**src/rtl/mem_stage_access_if.sv**
```systemverilog
`default_nettype none
// ============================================================================
// Module   : mem_stage_access_if
// Brief    : EX->MEM pipeline bus, data-cache status and performance outputs
//            for the memory-access stage.
// Revision : 1.0 - initial release
// ============================================================================
interface mem_stage_access_if #(
    parameter int CNT_W = 32
);
    logic             en;
    logic             clear;
    logic [31:0]      AluOutE;
    logic [31:0]      StoreDataE;
    logic [2:0]       Funct3E;
    logic             MemWriteE;
    logic             MemToRegE;
    logic [2:0]       RegWriteE;
    logic [4:0]       RdE;
    logic [31:0]      AluOutM;
    logic [31:0]      WDM;
    logic [3:0]       WEM;
    logic             MemToRegM;
    logic [2:0]       RegWriteM;
    logic [4:0]       RdM;
    logic             CacheMiss;
    logic             StallMem;
    logic             MisalignErr;
    logic             MissTimeout;
    logic [CNT_W-1:0] MissCount;
    logic [CNT_W-1:0] StallCycles;
    logic [CNT_W-1:0] AccessCount;

    modport slave (
        input  en, clear, AluOutE, StoreDataE, Funct3E, MemWriteE, MemToRegE,
               RegWriteE, RdE, CacheMiss,
        output AluOutM, WDM, WEM, MemToRegM, RegWriteM, RdM, StallMem,
               MisalignErr, MissTimeout, MissCount, StallCycles, AccessCount
    );

    modport master (
        output en, clear, AluOutE, StoreDataE, Funct3E, MemWriteE, MemToRegE,
               RegWriteE, RdE, CacheMiss,
        input  AluOutM, WDM, WEM, MemToRegM, RegWriteM, RdM, StallMem,
               MisalignErr, MissTimeout, MissCount, StallCycles, AccessCount
    );
endinterface
`default_nettype wire

```
**src/rtl/mem_stage_access.sv**
```systemverilog
`default_nettype none
// ============================================================================
// Module   : mem_stage_access
// Brief    : EX/MEM pipeline register with byte-lane store alignment, data-cache
//            miss tracking and saturating miss/stall/access counters.
// Revision : 1.0 - initial release
// ============================================================================
module mem_stage_access #(
    parameter int CNT_W   = 32,
    parameter int TIMEOUT = 1023
) (
    input  wire logic          clk,
    input  wire logic          rst_n,
    mem_stage_access_if.slave  bus
);

    localparam logic [0:0] c_ST_IDLE = 1'b0;
    localparam logic [0:0] c_ST_MISS = 1'b1;
    localparam int         c_TW      = $clog2(TIMEOUT + 1);
    localparam logic [c_TW-1:0] c_TMO_LAST = c_TW'(TIMEOUT - 1);
    localparam logic [c_TW-1:0] c_TMO_MAX  = c_TW'(TIMEOUT);

    logic [1:0]       w_off;
    logic [3:0]       w_we;
    logic [31:0]      w_wd;
    logic             w_bad;
    logic             w_access;
    logic             w_stall;

    logic [31:0]      r_alu;
    logic [31:0]      r_wd;
    logic [3:0]       r_we;
    logic             r_mtr;
    logic [2:0]       r_rw;
    logic [4:0]       r_rd;
    logic             r_misalign;
    logic [0:0]       r_state;
    logic [c_TW-1:0]  r_tcnt;
    logic             r_timeout;
    logic [CNT_W-1:0] r_miss_cnt;
    logic [CNT_W-1:0] r_stall_cnt;
    logic [CNT_W-1:0] r_acc_cnt;

    assign w_off = bus.AluOutE[1:0];

    // Misaligned or unknown-width stores are squashed to a no-write.
    always_comb begin
        w_we  = 4'b0000;
        w_wd  = 32'h0;
        w_bad = 1'b0;
        if (bus.MemWriteE) begin
            case (bus.Funct3E)
                3'b000: begin
                    w_we = 4'b0001 << w_off;
                    w_wd = {24'h0, bus.StoreDataE[7:0]} << {w_off, 3'b000};
                end
                3'b001: begin
                    if (!w_off[0]) begin
                        w_we = 4'b0011 << w_off;
                        w_wd = {16'h0, bus.StoreDataE[15:0]} << {w_off, 3'b000};
                    end else begin
                        w_bad = 1'b1;
                    end
                end
                3'b010: begin
                    if (w_off == 2'b00) begin
                        w_we = 4'b1111;
                        w_wd = bus.StoreDataE;
                    end else begin
                        w_bad = 1'b1;
                    end
                end
                default: w_bad = 1'b1;
            endcase
        end
    end

    always_ff @(posedge clk or negedge rst_n) begin
        if (!rst_n) begin
            r_alu      <= 32'h0;
            r_wd       <= 32'h0;
            r_we       <= 4'b0000;
            r_mtr      <= 1'b0;
            r_rw       <= 3'b000;
            r_rd       <= 5'd0;
            r_misalign <= 1'b0;
        end else if (bus.en) begin
            if (bus.clear) begin
                r_alu <= 32'h0;
                r_wd  <= 32'h0;
                r_we  <= 4'b0000;
                r_mtr <= 1'b0;
                r_rw  <= 3'b000;
                r_rd  <= 5'd0;
            end else begin
                r_alu <= bus.AluOutE;
                r_wd  <= w_wd;
                r_we  <= w_we;
                r_mtr <= bus.MemToRegE;
                r_rw  <= bus.RegWriteE;
                r_rd  <= bus.RdE;
                if (w_bad) begin
                    r_misalign <= 1'b1;
                end
            end
        end
    end

    assign w_access = (|r_we) | r_mtr;
    assign w_stall  = w_access & bus.CacheMiss;

    // A miss is counted on entry and the access is counted on release.
    always_ff @(posedge clk or negedge rst_n) begin
        if (!rst_n) begin
            r_state    <= c_ST_IDLE;
            r_tcnt     <= '0;
            r_timeout  <= 1'b0;
            r_miss_cnt <= '0;
            r_acc_cnt  <= '0;
        end else begin
            case (r_state)
                c_ST_IDLE: begin
                    if (w_stall) begin
                        r_state <= c_ST_MISS;
                        r_tcnt  <= '0;
                        if (~&r_miss_cnt) begin
                            r_miss_cnt <= r_miss_cnt + CNT_W'(1);
                        end
                    end else if (w_access && bus.en) begin
                        if (~&r_acc_cnt) begin
                            r_acc_cnt <= r_acc_cnt + CNT_W'(1);
                        end
                    end
                end
                c_ST_MISS: begin
                    if (!bus.CacheMiss) begin
                        r_state <= c_ST_IDLE;
                        if (~&r_acc_cnt) begin
                            r_acc_cnt <= r_acc_cnt + CNT_W'(1);
                        end
                    end else begin
                        if (r_tcnt != c_TMO_MAX) begin
                            r_tcnt <= r_tcnt + c_TW'(1);
                        end
                        if (r_tcnt >= c_TMO_LAST) begin
                            r_timeout <= 1'b1;
                        end
                    end
                end
                default: r_state <= c_ST_IDLE;
            endcase
        end
    end

    always_ff @(posedge clk or negedge rst_n) begin
        if (!rst_n) begin
            r_stall_cnt <= '0;
        end else if (w_stall && (~&r_stall_cnt)) begin
            r_stall_cnt <= r_stall_cnt + CNT_W'(1);
        end
    end

    assign bus.AluOutM     = r_alu;
    assign bus.WDM         = r_wd;
    assign bus.WEM         = r_we;
    assign bus.MemToRegM   = r_mtr;
    assign bus.RegWriteM   = r_rw;
    assign bus.RdM         = r_rd;
    assign bus.StallMem    = w_stall;
    assign bus.MisalignErr = r_misalign;
    assign bus.MissTimeout = r_timeout;
    assign bus.MissCount   = r_miss_cnt;
    assign bus.StallCycles = r_stall_cnt;
    assign bus.AccessCount = r_acc_cnt;

endmodule
`default_nettype wire

```
**src/flat_wrapper.sv**
```systemverilog
// flat-port wrapper written by rule: the top's interface ports become plain ports
module mem_stage_access_flat 
#(
    parameter int CNT_W   = 32,
    parameter int TIMEOUT = 1023
)
  (clk, rst_n, bus_en, bus_clear, bus_AluOutE, bus_StoreDataE, bus_Funct3E, bus_MemWriteE, bus_MemToRegE, bus_RegWriteE, bus_RdE, bus_CacheMiss, bus_AluOutM, bus_WDM, bus_WEM, bus_MemToRegM, bus_RegWriteM, bus_RdM, bus_StallMem, bus_MisalignErr, bus_MissTimeout, bus_MissCount, bus_StallCycles, bus_AccessCount);
  mem_stage_access_if #(.CNT_W(CNT_W)) bus_i ();
  input  wire logic clk;
  input  wire logic rst_n;
  input wire logic [$bits(bus_i.en)-1:0] bus_en;
  input wire logic [$bits(bus_i.clear)-1:0] bus_clear;
  input wire logic [$bits(bus_i.AluOutE)-1:0] bus_AluOutE;
  input wire logic [$bits(bus_i.StoreDataE)-1:0] bus_StoreDataE;
  input wire logic [$bits(bus_i.Funct3E)-1:0] bus_Funct3E;
  input wire logic [$bits(bus_i.MemWriteE)-1:0] bus_MemWriteE;
  input wire logic [$bits(bus_i.MemToRegE)-1:0] bus_MemToRegE;
  input wire logic [$bits(bus_i.RegWriteE)-1:0] bus_RegWriteE;
  input wire logic [$bits(bus_i.RdE)-1:0] bus_RdE;
  input wire logic [$bits(bus_i.CacheMiss)-1:0] bus_CacheMiss;
  output wire logic [$bits(bus_i.AluOutM)-1:0] bus_AluOutM;
  output wire logic [$bits(bus_i.WDM)-1:0] bus_WDM;
  output wire logic [$bits(bus_i.WEM)-1:0] bus_WEM;
  output wire logic [$bits(bus_i.MemToRegM)-1:0] bus_MemToRegM;
  output wire logic [$bits(bus_i.RegWriteM)-1:0] bus_RegWriteM;
  output wire logic [$bits(bus_i.RdM)-1:0] bus_RdM;
  output wire logic [$bits(bus_i.StallMem)-1:0] bus_StallMem;
  output wire logic [$bits(bus_i.MisalignErr)-1:0] bus_MisalignErr;
  output wire logic [$bits(bus_i.MissTimeout)-1:0] bus_MissTimeout;
  output wire logic [$bits(bus_i.MissCount)-1:0] bus_MissCount;
  output wire logic [$bits(bus_i.StallCycles)-1:0] bus_StallCycles;
  output wire logic [$bits(bus_i.AccessCount)-1:0] bus_AccessCount;
  assign bus_i.en = bus_en;
  assign bus_i.clear = bus_clear;
  assign bus_i.AluOutE = bus_AluOutE;
  assign bus_i.StoreDataE = bus_StoreDataE;
  assign bus_i.Funct3E = bus_Funct3E;
  assign bus_i.MemWriteE = bus_MemWriteE;
  assign bus_i.MemToRegE = bus_MemToRegE;
  assign bus_i.RegWriteE = bus_RegWriteE;
  assign bus_i.RdE = bus_RdE;
  assign bus_i.CacheMiss = bus_CacheMiss;
  assign bus_AluOutM = bus_i.AluOutM;
  assign bus_WDM = bus_i.WDM;
  assign bus_WEM = bus_i.WEM;
  assign bus_MemToRegM = bus_i.MemToRegM;
  assign bus_RegWriteM = bus_i.RegWriteM;
  assign bus_RdM = bus_i.RdM;
  assign bus_StallMem = bus_i.StallMem;
  assign bus_MisalignErr = bus_i.MisalignErr;
  assign bus_MissTimeout = bus_i.MissTimeout;
  assign bus_MissCount = bus_i.MissCount;
  assign bus_StallCycles = bus_i.StallCycles;
  assign bus_AccessCount = bus_i.AccessCount;
  mem_stage_access #(.CNT_W(CNT_W), .TIMEOUT(TIMEOUT)) u_core (.clk(clk), .rst_n(rst_n), .bus(bus_i));
endmodule
```
**config.mk**
```make
export PLATFORM = sky130hd
export DESIGN_NAME = mem_stage_access_flat
export DESIGN_NICKNAME = d
export VERILOG_FILES = /design/src/rtl/mem_stage_access_if.sv /design/src/rtl/mem_stage_access.sv /design/src/flat_wrapper.sv
export SDC_FILE = /design/constraint.sdc
export NUM_CORES = 1
export LEC_CHECK = 0
export CAP_MARGIN = 20
export CORE_ASPECT_RATIO = 0.7
export CORE_MARGIN = 2
export CORE_UTILIZATION = 40
export DETAILED_ROUTE_END_ITERATION = 8
export DONT_BUFFER_PORTS = 1
export HOLD_SLACK_MARGIN = 0.08
export PLACE_DENSITY = 0.61
export SYNTH_ARGS = -nofsm -noshare
export SYNTH_HDL_FRONTEND = slang
export SYNTH_SLANG_ARGS = --single-unit
```
**constraint.sdc**
```tcl
create_clock -name clk -period 3.6 [get_ports clk]
set_input_delay 0.72 -clock clk [delete_from_list [all_inputs] [get_ports clk]]
set_output_delay 0.72 -clock clk [all_outputs]
set_load 0.005 [all_outputs]
```
==> metrics.cfg <==
[floorplanning]
core-area_um2 = 20980
start_util_pct = 41.23
ioPinCount = 258
dieArea_um2 = 22830
die_w_um = 179.7
rows = 44
die_h_um = 127.0

[yosys]
synth_commonest_cells = dfrtp_1 (186), xnor2_1 (72), inv_1 (47)
synth_top_cell_area_share_pct = 53.82
synth-main-ff-cell = dfrtp_1
synth.most_common_cell = dfrtp_1
synth_top_cell_by_area = dfrtp_1
yosysSeqAreaShare_pct = 53.82
synth-edff-count = 0
synth.area.top_cells = dfrtp_1 (54%), xnor2_1 (7.3%), nand3b_1 (3.2%)
synth_cell_type_count = 59
synthCells = 785
synth_fp_nets = 872
syn_area_um2 = 8648
ys_ff_latch = 186
yosys_warnings = 0
async_flop_share_pct = 100.0
syn_avg_cell_area_um2 = 11.02

[critical_path]
critPathBufInv = 1
critPathKind = reg -> out
cp-startpoint = u_core.bus.WEM[1]
cp-endpoint = bus_StallMem
cp_slowest_cell = or3_1
crit_required_ns = 2.88
worstPathArrival_ns = 1.92
ff2ff_setup_slack_ns = 1.29
cp_top_family = simple AND/OR/NAND/NOR gates
crit_fanout = 7
cp-start-kind = flop
regToRegEndpoint = u_core.bus.MissCount[1]
ff2ff_path_depth = 5
path_cells = or3_1 > o21ai_2 > inv_1
cp_num_cells = 3
critPathCaptureType = output pin
critical_path.max_stage_delay_ns = 0.50
timing.rr.start = u_core.bus.MissCount[0]

[timing]
slew_violations = 0
setup_viol = 0
worst_slew_margin_rel_pct = 37.12
post-route-period-util_pct = 73.39
setup_slack_ns = 0.9579
worstMarginPinSlew_ns = 0.9353
finalHoldViolations = 14
rsz0062_at_grt = false
fin_skew_ns = 0.01479
whs_ns = -0.01678
layout_min_cycle_time_ns = 2.642
tns_ns = 0
fmax_ghz = 0.3785

[routing]
postRouteAntennaNets = 0
drtPass1Iterations = 5
drc = 0
drt_wl_total_um = 21460
drt_iter0_markers = 503
route.vias.total = 5983
viasPerCell = 5.613
wire_per_inst_um = 20.13

[grt]
antenna_found_initial = 0
grt_first_pass_wirelength_um = 34250
grt_remaining_overflow = 0
grt_pass1_vias = 5807
grt_max_degree = 187
grt_use_total_pct = 18.94

[power]
p_per_area_nw_per_um2 = 479.4
total_leakage_power_uw = 0.004041
ir_drop_mv = 0.2983

[final_layout]
final_util_pct = 45.13
fillers = 1934
num-nets-final = 865
areaGrowthSynthToFinish_pct = 9.447
fin_cells = 1066
multi_input_area_um2 = 3672
drive_above_1_share_pct = 7.722
n_antenna_cell = 0
seqCellArea_um2 = 4654

[worst_hold_path]
min_path_type = in -> async

[place]
io_buffers = 0
gp_congestion = 0.8323
placed_cells = 1034
place_hpwl_um = 15100
place_ws_ns = 1.194

[flow_run]
cap_violations = 0

[run_status]
violations = negative hold slack
status = finished with violations

[cts]
clk_path_buf_depth = 2
cts_tree = done
cts-buffers-inserted = 17
clock_sinks = 186
htreeDepth = 4
clk_latency_ns = 0.43
clkTransAtPathRegs_ns = 0.08
root_buffer = clkbuf_16

[cell families after synthesis]
| logic type | Yosys count | synth area share [%] |
|---|---|---|
| XOR/XNOR | 94 | 9.520 |
| AO/OA/AOI/OAI | 131 | 11.07 |
| AND/OR/NAND/NOR | 283 | 20.23 |
| adder cells (fa/ha/maj) | 5 | 0.7234 |
| flip-flops | 186 | 53.82 |
| buffers and inverters | 79 | 3.718 |
| multiplexers | 7 | 0.9258 |
[sequential cells by signal (all words and copies together) (netlist names)]
| name | cells |
|---|---|
| u_core.bus.AccessCount | 32 |
| u_core.bus.AluOutM | 32 |
| u_core.bus.MisalignErr | 1 |
| u_core.bus.MissCount | 32 |
| u_core.bus.MissTimeout | 1 |
| u_core.bus.MemToRegM | 1 |
| u_core.bus.RdM | 5 |
| u_core.bus.StallCycles | 32 |
| u_core.r_state | 1 |
| u_core.bus.RegWriteM | 3 |
| u_core.r_tcnt | 10 |
| u_core.bus.WDM | 32 |
| u_core.bus.WEM | 4 |
[where the power goes]
part / internal [uW] / switching (uW)
registers: 2220 / 208
logic: 145 / 134
clock network: 936 / 892
[cells in the final DEF, fill, tap and decap left out, drive strengths merged, types with 13 or more instances in the layout]
| cell type | n |
|---|---|
| dfrtp | 186 |
| xnor2 | 72 |
| inv | 53 |
| nand4 | 44 |
| o21ai | 42 |
| nand3 | 41 |
| nand2 | 37 |
| nand3b | 37 |
| nor2 | 34 |
| o2bb2ai | 26 |
| and3 | 24 |
| xor2 | 22 |
| nor3 | 18 |
| clkbuf | 18 |
| a22oi | 16 |
| and4 | 13 |
[timing repair]
action,CTS,global route
setup buffers,0,0
gates resized for setup,0,0
hold endpoints to repair,186,186
[stage by stage]
| stage | hold WS (ns) | total power, uW | cell area [um^2] |
|---|---|---|---|
| detailed placement | 0.4313 | 2750 | 8886 |
| floorplan | 0.4244 | 2658 | 8648 |
| finish | -0.01678 | 4538 | 9465 |
| CTS | -0.03945 | 4603 | 9458 |
| global placement | 0.4310 | 2740 | 8886 |
| global route | -0.04022 | 4762 | 9465 |
[worst min path at each step]
stage                from                         end  cells past startpoint
floorplan           rst_n   u_core.bus.AccessCount[0]                      0
global placement    rst_n   u_core.bus.StallCycles[8]                      0
detailed placement  rst_n   u_core.bus.StallCycles[8]                      0
CTS                 rst_n   u_core.bus.StallCycles[8]                      0
global route        rst_n  u_core.bus.StallCycles[10]                      0
finish              rst_n   u_core.bus.StallCycles[8]                      0
[cell type report]
| type | instances | area share [%] |
|---|---|---|
| Clock buffer | 18 | 4.640 |
| Clock inverter | 13 | 1.401 |
| Sequential cell | 186 | 49.17 |
| Inverter | 47 | 1.864 |
| Timing Repair Buffer | 6 | 0.4759 |
| Multi-Input combinational cell | 520 | 38.80 |
| Tap cell | 276 | 3.648 |
[layer usage]
| layer | wire length (um) | vias to the layer above | part of all wire [%] | global-route usage, % |
|---|---|---|---|---|
| met5 | 0 | - | 0 | 0 |
| met4 | 227 | 0 | 1.1 | 5.548 |
| met3 | 2212 | 16 | 10 | 7.526 |
| met2 | 8950 | 238 | 42 | 25.92 |
| met1 | 10070 | 2890 | 47 | 27.51 |
| li1 | - | 2839 | - | - |
Power figures use the tool's default switching activity.
